<file path="src/rtl/mem_line_requester.sv">
// ---------------------------------------------------------------------------
// mem_line_requester
//   Initiator side of the 128-bit line memory interface. Takes one line read
//   or write per client handshake and issues it to the line memory. It follows
//   the memory's ready-based busy window, then captures the returned line.
//   It hands back a response with an error flag. A transaction that hangs is
//   aborted with a single reset_mem_req pulse.
//
// Ports
//   clk, reset                   clock, async active-high reset
//   req_valid/req_ready          client request handshake
//   req_we/req_addr/req_wdata    request payload (addr[1:0] forced to 0)
//   resp_valid/resp_ready        client response handshake
//   resp_rdata/resp_error        response payload (rdata 0 for writes/errors)
//   mem_requested/mem_we         memory 'requested' / 'we'
//   mem_addr/mem_wr_data         memory 'addr_in' / 'wr_data'
//   mem_reset_req                memory 'reset_mem_req' (abort pulse)
//   mem_rd_data/mem_ready        memory 'rd_data_out' / 'ready'
//   is_loading_memory_into_core  memory preload in progress, blocks new accepts
// ---------------------------------------------------------------------------
module mem_line_requester #(
  parameter int TIMEOUT_CYCLES = 16,
  parameter int ADDR_W         = 20
) (
  input  logic              clk,
  input  logic              reset,
  input  logic              req_valid,
  output logic              req_ready,
  input  logic              req_we,
  input  logic [ADDR_W-1:0] req_addr,
  input  logic [127:0]      req_wdata,
  output logic              resp_valid,
  input  logic              resp_ready,
  output logic [127:0]      resp_rdata,
  output logic              resp_error,
  output logic              mem_requested,
  output logic              mem_we,
  output logic [ADDR_W-1:0] mem_addr,
  output logic [127:0]      mem_wr_data,
  output logic              mem_reset_req,
  input  logic [127:0]      mem_rd_data,
  input  logic              mem_ready,
  input  logic              is_loading_memory_into_core
);

  localparam int         DATA_W = 128;
  localparam logic [7:0] TO_LIM = 8'(TIMEOUT_CYCLES);

  typedef enum logic [2:0] {
    S_IDLE,
    S_ISSUE,
    S_WAIT,
    S_CAPTURE,
    S_ABORT,
    S_RESP
  } state_t;

  state_t              r_state;
  state_t              w_next;
  logic                r_we;
  logic [ADDR_W-1:0]   r_addr;
  logic [DATA_W-1:0]   r_wdata;
  logic [7:0]          r_tcnt;
  logic [DATA_W-1:0]   r_rdata;
  logic                r_err;
  logic                w_accept;
  logic                w_timeout;

  assign w_timeout = (r_tcnt >= TO_LIM);

  always_comb begin
    w_next        = r_state;
    req_ready     = 1'b0;
    mem_requested = 1'b0;
    mem_reset_req = 1'b0;
    resp_valid    = 1'b0;
    w_accept      = 1'b0;
    case (r_state)
      S_IDLE: begin
        req_ready = !is_loading_memory_into_core;
        if (req_valid && !is_loading_memory_into_core) begin
          w_accept = 1'b1;
          w_next   = S_ISSUE;
        end
      end
      S_ISSUE: begin
        // Memory may still be busy from earlier activity; keep requesting.
        mem_requested = 1'b1;
        if (mem_ready)      w_next = S_WAIT;
        else if (w_timeout) w_next = S_ABORT;
      end
      S_WAIT: begin
        // Held high through the busy window so the memory keeps its write
        // muxing; dropped as soon as ready returns so it does not restart.
        mem_requested = !mem_ready;
        if (mem_ready)      w_next = S_CAPTURE;
        else if (w_timeout) w_next = S_ABORT;
      end
      S_CAPTURE: w_next = S_RESP;
      S_ABORT: begin
        mem_reset_req = 1'b1;
        w_next        = S_RESP;
      end
      S_RESP: begin
        resp_valid = 1'b1;
        if (resp_ready) w_next = S_IDLE;
      end
      default: w_next = S_IDLE;
    endcase
  end

  assign mem_we      = mem_requested & r_we;
  assign mem_addr    = r_addr;
  assign mem_wr_data = r_wdata;
  assign resp_rdata  = r_rdata;
  assign resp_error  = r_err;

  always_ff @(posedge clk or posedge reset) begin
    if (reset) begin
      r_state <= S_IDLE;
      r_we    <= 1'b0;
      r_addr  <= '0;
      r_wdata <= '0;
      r_tcnt  <= '0;
      r_rdata <= '0;
      r_err   <= 1'b0;
    end else begin
      r_state <= w_next;
      case (r_state)
        S_IDLE: begin
          if (w_accept) begin
            r_we    <= req_we;
            r_addr  <= {req_addr[ADDR_W-1:2], 2'b00};
            r_wdata <= req_wdata;
            r_tcnt  <= '0;
          end
        end
        S_ISSUE, S_WAIT: begin
          if (r_tcnt != 8'hFF) r_tcnt <= r_tcnt + 8'd1;
        end
        S_CAPTURE: begin
          // Memory output register lags ready by one cycle; sample it here.
          r_rdata <= r_we ? '0 : mem_rd_data;
          r_err   <= 1'b0;
        end
        S_ABORT: begin
          r_rdata <= '0;
          r_err   <= 1'b1;
        end
        default: ;
      endcase
    end
  end

endmodule

</file>
<file path="config.mk">
export PLATFORM = sky130hd
export DESIGN_NAME = mem_line_requester
export DESIGN_NICKNAME = d
export VERILOG_FILES = /design/src/rtl/mem_line_requester.sv
export SDC_FILE = /design/constraint.sdc
export NUM_CORES = 1
export LEC_CHECK = 0
export ABC_AREA = 1
export CORE_AREA = 5 5 219 221
export CTS_CLUSTER_SIZE = 8
export DETAILED_ROUTE_END_ITERATION = 10
export DIE_AREA = 0 0 224 226
export HOLD_SLACK_MARGIN = 0.05
export PLACE_DENSITY = 0.65
export SYNTH_ARGS = -nofsm -noshare
export SYNTH_HDL_FRONTEND = slang
export SYNTH_SLANG_ARGS = --single-unit
</file>
<file path="constraint.sdc">
create_clock -name clk -period 11.1 [get_ports clk]
set_input_delay 2.22 -clock clk [delete_from_list [all_inputs] [get_ports clk]]
set_output_delay 2.22 -clock clk [all_outputs]
set_load 0.005 [all_outputs]
</file>
==> reports/metrics.cfg, run 1 <==
[cts]
cts_sinks = 287
cts_tree = yes
cts_made_buffers = 42
ctsLongestPathBuffers = 3
holdBufCountCts = 0
clkLatencyLatePin_ns = 0.53
clkTransAtPathRegs_ns = 0.05
post-cts-setup-buffers = 0
cts.htree.levels = 2
post_cts_resize_count = 0
root_buffer = clkbuf_16

[finish]
fillers = 4538
instances_no_fill = 2449
nNetsFinal = 2119
area_growth_pct = 62.1
drive_gt1_share_pct = 3.48
fin_area_um2 = 18800
fin_util_pct = 40.8
final_cell_mix = clkdlybuf4s50_1, nand2_1, dfrtp_1
layout_commonest_cell = clkdlybuf4s50_1

[logic_synthesis]
yosysWarnings = 0
synth_fa_ha_area_share_pct = 0.216
yosysUniqueCellTypes = 22
ys_ff_latch = 287
seq_area_frac_synth_pct = 62.1
synthMuxAreaShare_pct = 0
synth_top_family_by_area = simple AND/OR/NAND/NOR gates
avgSynthCellArea_um2 = 8.91
synth-xor-area-share_pct = 0.227
netlist_area_um2 = 11600
netlist_instances = 1299
synth_compound_area_share_pct = 6.01
synthSimpleGateAreaFrac_pct = 22.7

[timing]
rsz0062_at_grt = no
fin_crit_ns = 6.23
finalClockSkew_ns = 0.0104
hold_viol = 0
slew_headroom_pct = 23.9
worst_pin_slew_ns = 1.14
finalCritPeriodShare_pct = 56.1
max_freq_mhz = 161
finalSetupViolCount = 0
maxSlewViolCount = 0
setup_tns_ns = 0

[global_routing]
gr-total-overflow = 0
first_global_vias = 10695
grt_max_degree = 134
grt_first_pass_wirelength_um = 61800
antenna_found_initial = 4
grtUsageTotal_pct = 15.3

[routing]
post_drt_via_cell_ratio = 4.32
route.vias.total = 10576
drcViolationCount = 0
wire_per_inst_um = 16.7
first_pass_iters = 5
drt_iter0_markers = 578
ant_nets = 0
routed_wl_um = 41000

[worst_hold_path]
hp-class = register to register

[power_and_ir_drop]
ir_worst_vdd_mv = 0.134
p_per_area_nw_per_um2 = 261
finalPower_w = 0.00490
p_leak_nw = 9.00

[critical_path]
cp.arrival_ns = 4.01
path_class = input port to output port
crit_fanout = 65
end_kind = output port
cp-start-kind = input port
required_ns = 8.88

[floorplanning]
chipHeight_um = 226
initial_core_util_pct = 25.2
core_um2 = 46000
die_area_um2 = 50600
io_pins = 565
chipWidth_um = 224
rows = 79

[place]
gp_congestion = 0.855
dp_hpwl_um = 29100
dpl_cell_area_um2 = 17600
post-place-cells = 2397
portBuffers = 560

[job]
drv_cap = 0

[status]
status = finished clean

-- sequential cells by signal (all words and copies together) (netlist names) --
register	count
r_state	3
r_tcnt	8
resp_rdata	128
resp_error	1
r_we	1
mem_addr	18
mem_wr_data	128
-- kinds of logic (layout without fill, tap and decap cells) --
kind of cell | count (synthesis) | in the layout
adder cells (fa/ha/maj) | 2 | 2
AND/OR/NAND/NOR | 639 | 639
AO/OA/AOI/OAI | 139 | 139
XOR/XNOR | 3 | 3
buffers and inverters | 228 | 768
flip-flops | 287 | 287
other | 1 | 4
-- through the flow --
step                worst slack [ns]  hold WS, ns
floorplan                      0.959        0.465
global placement                4.84        0.453
detailed placement              4.81        0.457
CTS                             4.82        0.470
global route                    4.76        0.486
finish                          4.87        0.465
-- cell type report --
cell class / instances / area, µm² / area share, %
Antenna cell: 2 / 5.00 / 0.0267
Clock buffer: 49 / 1150 / 6.14
Clock inverter: 1 / 30.0 / 0.160
Inverter: 149 / 568 / 3.03
Multi-Input combinational cell: 785 / 3390 / 18.1
Sequential cell: 287 / 7180 / 38.3
Tap cell: 607 / 759 / 4.05
Timing Repair Buffer: 569 / 5670 / 30.2
-- worst max-delay path, cell delays in order --
cell and delay [ns]:
clkdlybuf4s50_1 0.47, nor2_4 0.12, buf_4 0.55, clkdlybuf4s50_1 0.64
-- routing by layer --
layer	up-vias	track usage [%]	share of wire (%)
met3	91	4.97	7.9
li1	5081	-	-
met1	5003	18.0	39
met5	-	0	0.083
met2	397	25.8	49
met4	4	6.13	3.7
-- where the power goes --
part / total [W] / internal [W] / switching, W
combinational: 0.00192 / 0.00109 / 0.000827
sequential: 0.00180 / 0.00153 / 0.000270
clock: 0.00118 / 0.000738 / 0.000442
-- synthesized netlist by cell type --
library cell | n | area share (%)
a21oi_1 | 1 | 0.043
nor3_1 | 3 | 0.13
dfrtp_1 | 287 | 62
conb_1 | 1 | 0.032
buf_2 | 17 | 0.74
nor2_4 | 1 | 0.097
xnor2_1 | 2 | 0.15
nand4_1 | 2 | 0.11
nand3_1 | 162 | 7.0
inv_1 | 149 | 4.8
nand2_1 | 453 | 15
nand2_2 | 3 | 0.16
o21ai_1 | 1 | 0.043
ha_1 | 2 | 0.22
buf_6 | 9 | 0.88
and2_1 | 1 | 0.054
buf_4 | 17 | 1.1
xor2_1 | 1 | 0.076
clkbuf_1 | 36 | 1.2
nor2_1 | 13 | 0.42
o21ai_0 | 137 | 5.9
nor2_2 | 1 | 0.054
-- path summary, 6_finish.rpt --
path                                         startpoint                            to  slack, ns  depth (start not counted)
min in group asynchronous                         reset   mem_wr_data[83]$_DFFE_PP0P_       2.31                          2
hold reg to reg            mem_wr_data[111]$_DFFE_PP0P_  mem_wr_data[111]$_DFFE_PP0P_       0.46                          2
hold / removal             mem_wr_data[111]$_DFFE_PP0P_  mem_wr_data[111]$_DFFE_PP0P_       0.46                          2
max in group asynchronous                         reset   mem_wr_data[44]$_DFFE_PP0P_       7.15                          3
setup reg to reg                 r_state[0]$_DFFE_PP0P_   mem_wr_data[84]$_DFFE_PP0P_       7.99                          8
setup / recovery            is_loading_memory_into_core                     req_ready       4.87                          4
No activity file was read; power rests on OpenSTA's default activity.
==> inputs of run 2 (changes only) <==
- clock period: 11.1 -> 6 ns (I/O delays scaled with it)
==> reports/metrics.cfg, run 2 (synthesis gave the netlist of run 1 again) <==
[finish]
instances_no_fill = 2448
layout_commonest_cell = clkdlybuf4s50_1
multiInputGateArea_um2 = 3390
nNetsFinal = 2119
seqCellArea_um2 = 7180
drive_gt1_share_pct = 3.48
final_cell_mix = clkdlybuf4s50_1, nand2_1, dfrtp_1
diodes = 0
area_growth_pct = 62.4
fillers = 4505

[critical_path]
crit_start = mem_ready
crit_buf_inv = 2
cp-start-kind = input port
crit_fanout = 3
worstPathCellList = clkdlybuf4s50_1 -> o21ai_0 -> and2_1 -> clkdlybuf4s50_1
rr_endpoint = mem_wr_data[96]$_DFFE_PP0P_
end_kind = output port
crit_top_cell = clkdlybuf4s50_1
max_stage_delay_ns = 0.50
required_ns = 4.80
r2r_start = r_state[0]$_DFFE_PP0P_
cp.arrival_ns = 2.52
crit_cells = 4
critPathSlowestCell = clkdlybuf4s50_1
endpoint = mem_we
rr_worst_depth = 8
path_delay_family = buffers and inverters
r2r_setup_slack_ns = 3.31
path_class = input port to output port

[routing]
routed_wl_um = 40400
drt_iter0_markers = 542
route.vias.total = 10564
drcViolationCount = 0
first_pass_iters = 5
ant_nets = 0
wire_per_inst_um = 16.5
post_drt_via_cell_ratio = 4.32

[global_routing]
grtUsageTotal_pct = 15.1
grt_max_degree = 149
gr-total-overflow = 0
antenna_found_initial = 0
first_global_vias = 10708
grt_first_pass_wirelength_um = 61000

[timing]
rsz0062_at_grt = no
finalClockSkew_ns = 0.00923
hold_viol = 0
finalCritPeriodShare_pct = 62.0
worst_pin_slew_ns = 1.02
whs_ns = 0.464
setup_slack_ns = 2.28
fin_crit_ns = 3.72
maxSlewViolCount = 0
setup_tns_ns = 0
slew_headroom_pct = 32.1
max_freq_mhz = 269
finalSetupViolCount = 0

[floorplanning]
chipWidth_um = 224
rows = 79
core_um2 = 46000
chipHeight_um = 226
io_pins = 565
die_area_um2 = 50600
initial_core_util_pct = 25.2

[status]
status = finished clean

[cts]
root_buffer = clkbuf_16
cts_tree = yes
clkLatencyLatePin_ns = 0.53
post-cts-setup-buffers = 0
holdBufCountCts = 0
cts_sinks = 287
cts_made_buffers = 42
cts.htree.levels = 2
clkTransAtPathRegs_ns = 0.05
post_cts_resize_count = 0
ctsLongestPathBuffers = 3

[power_and_ir_drop]
p_leak_nw = 9.01
power_frac_seq_pct = 37.0
p_switching_w = 0.00284
ir_worst_vdd_mv = 0.303
power.share.clock_pct = 23.6
p_per_area_nw_per_um2 = 480
swShare_pct = 31.4
p_comb_share_pct = 39.4
internal_power_w = 0.00619

[place]
post-place-cells = 2397
dp_hpwl_um = 28900
gp_congestion = 0.842
place_ws_ns = 2.25
portBuffers = 560

[job]
drv_cap = 0

[worst_hold_path]
hp-class = register to register

==> run 2: metal layers <==
layer / global-route usage, % / vias up / wire [µm]
met2: 25.5 / 384 / 20100
met5: 0 / - / 0
met1: 18.1 / 5012 / 15700
li1: - / 5086 / -
met4: 6.30 / 0 / 1460
met3: 4.32 / 82 / 3100
==> run 2: worst register-to-register path, delay by kind of cell (launching register included) <==
family                 cells  cell delay, ns
DFF                        1            0.47
and+or+nand+nor            6            1.32
buffers and inverters      2            0.79
==> run 2: power by group through the flow <==
stage          Combinational [W]  Sequential, W  Clock [W]
3_3_place_gp             0.00357        0.00331          0
6_report                 0.00355        0.00334    0.00213
5_1_grt                  0.00389        0.00345    0.00229
3_5_place_dp             0.00361        0.00334          0
2_1_floorplan            0.00116        0.00339          0
4_1_cts                  0.00363        0.00333    0.00222
==> run 2: cell type report <==
type,count,share of cell area [%]
repair buffers,569,30.5
well taps,607,4.04
clock buffers,50,6.15
inverters,149,3.00
multi-input cells,785,18.0
flip-flops and latches,287,38.2
clock inverters,1,0.0266
==> run 2: per-stage QoR <==
step	cell area (µm²)	utilization, %	total power, W
finish	18800	40.9	0.00902
floorplan	11600	-	0.00454
detailed placement	17600	38.4	0.00695
CTS	18800	40.9	0.00919
global route	18800	40.9	0.00963
global placement	17600	38.4	0.00687
==> run 2: worst min-delay path by stage <==
stage,start,to,slack (ns),cells past startpoint
floorplan,mem_wr_data[0]$_DFFE_PP0P_,mem_wr_data[0]$_DFFE_PP0P_,0.47,2
global placement,mem_addr[2]$_DFFE_PP0P_,mem_addr[2]$_DFFE_PP0P_,0.45,2
detailed placement,mem_wr_data[14]$_DFFE_PP0P_,mem_wr_data[14]$_DFFE_PP0P_,0.46,2
CTS,mem_wr_data[45]$_DFFE_PP0P_,mem_wr_data[45]$_DFFE_PP0P_,0.47,2
global route,mem_wr_data[2]$_DFFE_PP0P_,mem_wr_data[2]$_DFFE_PP0P_,0.48,2
finish,resp_error$_DFFE_PP0P_,resp_error$_DFFE_PP0P_,0.46,2
==> inputs of run 3 (changes only) <==
- clock period: 6 -> 3.5 ns (I/O delays scaled with it)
==> reports/metrics.cfg, run 3 (synthesis gave the netlist of run 1 again) <==
[floorplanning]
io_pins = 565
core_um2 = 46000
chipHeight_um = 226
rows = 79
initial_core_util_pct = 25.2
die_area_um2 = 50600
chipWidth_um = 224

[power_and_ir_drop]
power.share.clock_pct = 23.5
swShare_pct = 31.5
power_frac_seq_pct = 36.9
p_leak_nw = 9.09
p_switching_w = 0.00490
finalPower_w = 0.0155
p_per_area_nw_per_um2 = 821
ir_worst_vdd_mv = 0.468
internal_power_w = 0.0106
p_comb_share_pct = 39.6

[global_routing]
grt_first_pass_wirelength_um = 61900
grt_max_degree = 147
grtUsageTotal_pct = 15.3
first_global_vias = 10830
antenna_found_initial = 1
gr-total-overflow = 0

[cts]
post-cts-setup-buffers = 0
post_cts_resize_count = 0
cts_tree = yes
cts.htree.levels = 2
clkTransAtPathRegs_ns = 0.05
root_buffer = clkbuf_16
ctsLongestPathBuffers = 3
clkLatencyLatePin_ns = 0.53
cts_made_buffers = 42
cts_sinks = 287
holdBufCountCts = 0

[timing]
slew_headroom_pct = 37.0
max_freq_mhz = 355
fin_crit_ns = 2.82
finalClockSkew_ns = 0.0136
hold_viol = 0
worst_pin_slew_ns = 0.944
finalCritPeriodShare_pct = 80.4
finalSetupViolCount = 0
maxSlewViolCount = 0
rsz0062_at_grt = no

[finish]
area_growth_pct = 63.6
nNetsFinal = 2133
drive_gt1_share_pct = 4.21
diodes = 0
fillers = 4539
final_cell_mix = clkdlybuf4s50_1, nand2_1, dfrtp_1
fin_area_um2 = 18900
layout_commonest_cell = clkdlybuf4s50_1

[critical_path]
path_class = register to output port
cp.arrival_ns = 2.12
required_ns = 2.80
cp-start-kind = register
worstPathCellList = inv_1 -> nand3_1 -> o21ai_0 -> and2_1 -> clkdlybuf4s50_1
crit_fanout = 8
max_stage_delay_ns = 0.50
path_delay_family = buffers and inverters
end_kind = output port
critPathSlowestCell = clkdlybuf4s50_1
crit_buf_inv = 2

[place]
dpl_cell_area_um2 = 17800
gp_congestion = 0.834
portBuffers = 560
dp_hpwl_um = 30000

[status]
status = finished clean

[routing]
route.vias.total = 10603
first_pass_iters = 5
met1Wirelength_um = 16000
routed_wl_um = 41100
top_layer = met5
wl_met2_um = 20800
wl_met3_um = 3050
drcViolationCount = 0
wire_per_inst_um = 16.7
ant_nets = 0
drt_iter0_markers = 592
post_drt_via_cell_ratio = 4.31

[job]
drv_cap = 0

[worst_hold_path]
hp-class = register to register

run 3: changes by cell type in the layout (fill, tap and decap cells not counted):
cell      delta
buf_4       +10
buf_12       +4
clkbuf_1     -3
clkinv_2     -1
clkinv_4     +1
run 3: worst min-delay path: stages (launching register included):
cell     delay [ns]
dfrtp_1        0.33
nand2_1        0.05
nand2_1        0.05
run 3: power groups by stage:
stage               Sequential (W)  Clock, W  Combinational, W
global placement           0.00569         0           0.00618
detailed placement         0.00575         0           0.00627
global route               0.00592   0.00391           0.00673
finish                     0.00573   0.00365           0.00616
floorplan                  0.00580         0           0.00198
CTS                        0.00574   0.00379           0.00629
run 3: stage by stage:
stage / std cells / setup WS (ns) / util (%) / TNS, ns / hold WS (ns)
after global routing: 2459 / 0.499 / 41.2 / 0 / 0.476
after global placement: 2411 / 0.735 / 38.7 / 0 / 0.454
after CTS: 2459 / 0.622 / 41.2 / 0 / 0.469
after floorplan: 1300 / -1.01 / - / -288.50 / 0.465
final: 2459 / 0.684 / 41.2 / 0 / 0.464
after detailed placement: 2411 / 0.756 / 38.7 / 0 / 0.457
run 3: final timing paths:
kind                                              from                     endpoint  slack, ns  depth (start not counted)
setup / recovery                r_state[2]$_DFFE_PP0P_                       mem_we       0.68                          5
min in group asynchronous                        reset   resp_rdata[19]$_DFFE_PP0P_       0.56                          2
max in group asynchronous                        reset   resp_rdata[84]$_DFFE_PP0P_       1.93                          3
hold / removal             mem_wr_data[21]$_DFFE_PP0P_  mem_wr_data[21]$_DFFE_PP0P_       0.46                          2
setup reg to reg                r_state[2]$_DFFE_PP0P_    resp_rdata[0]$_DFFE_PP0P_       0.96                          7
hold reg to reg            mem_wr_data[21]$_DFFE_PP0P_  mem_wr_data[21]$_DFFE_PP0P_       0.46                          2
run 3: cell type report:
type                            count  area (µm²)  area share [%]
Clock buffer                       47        1140            6.04
Tap cell                          607         759            4.01
Multi-Input combinational cell    785        3390            17.9
Clock inverter                      1        8.76          0.0463
Inverter                          149         564            2.98
Sequential cell                   287        7180            37.9
Timing Repair Buffer              583        5890            31.1
run 3: layer usage:
metal / track usage, % / vias to the layer above
li1: - / 5100
met1: 17.9 / 5044
met2: 26.4 / 381
met3: 4.63 / 76
met4: 5.79 / 2
met5: 0 / -
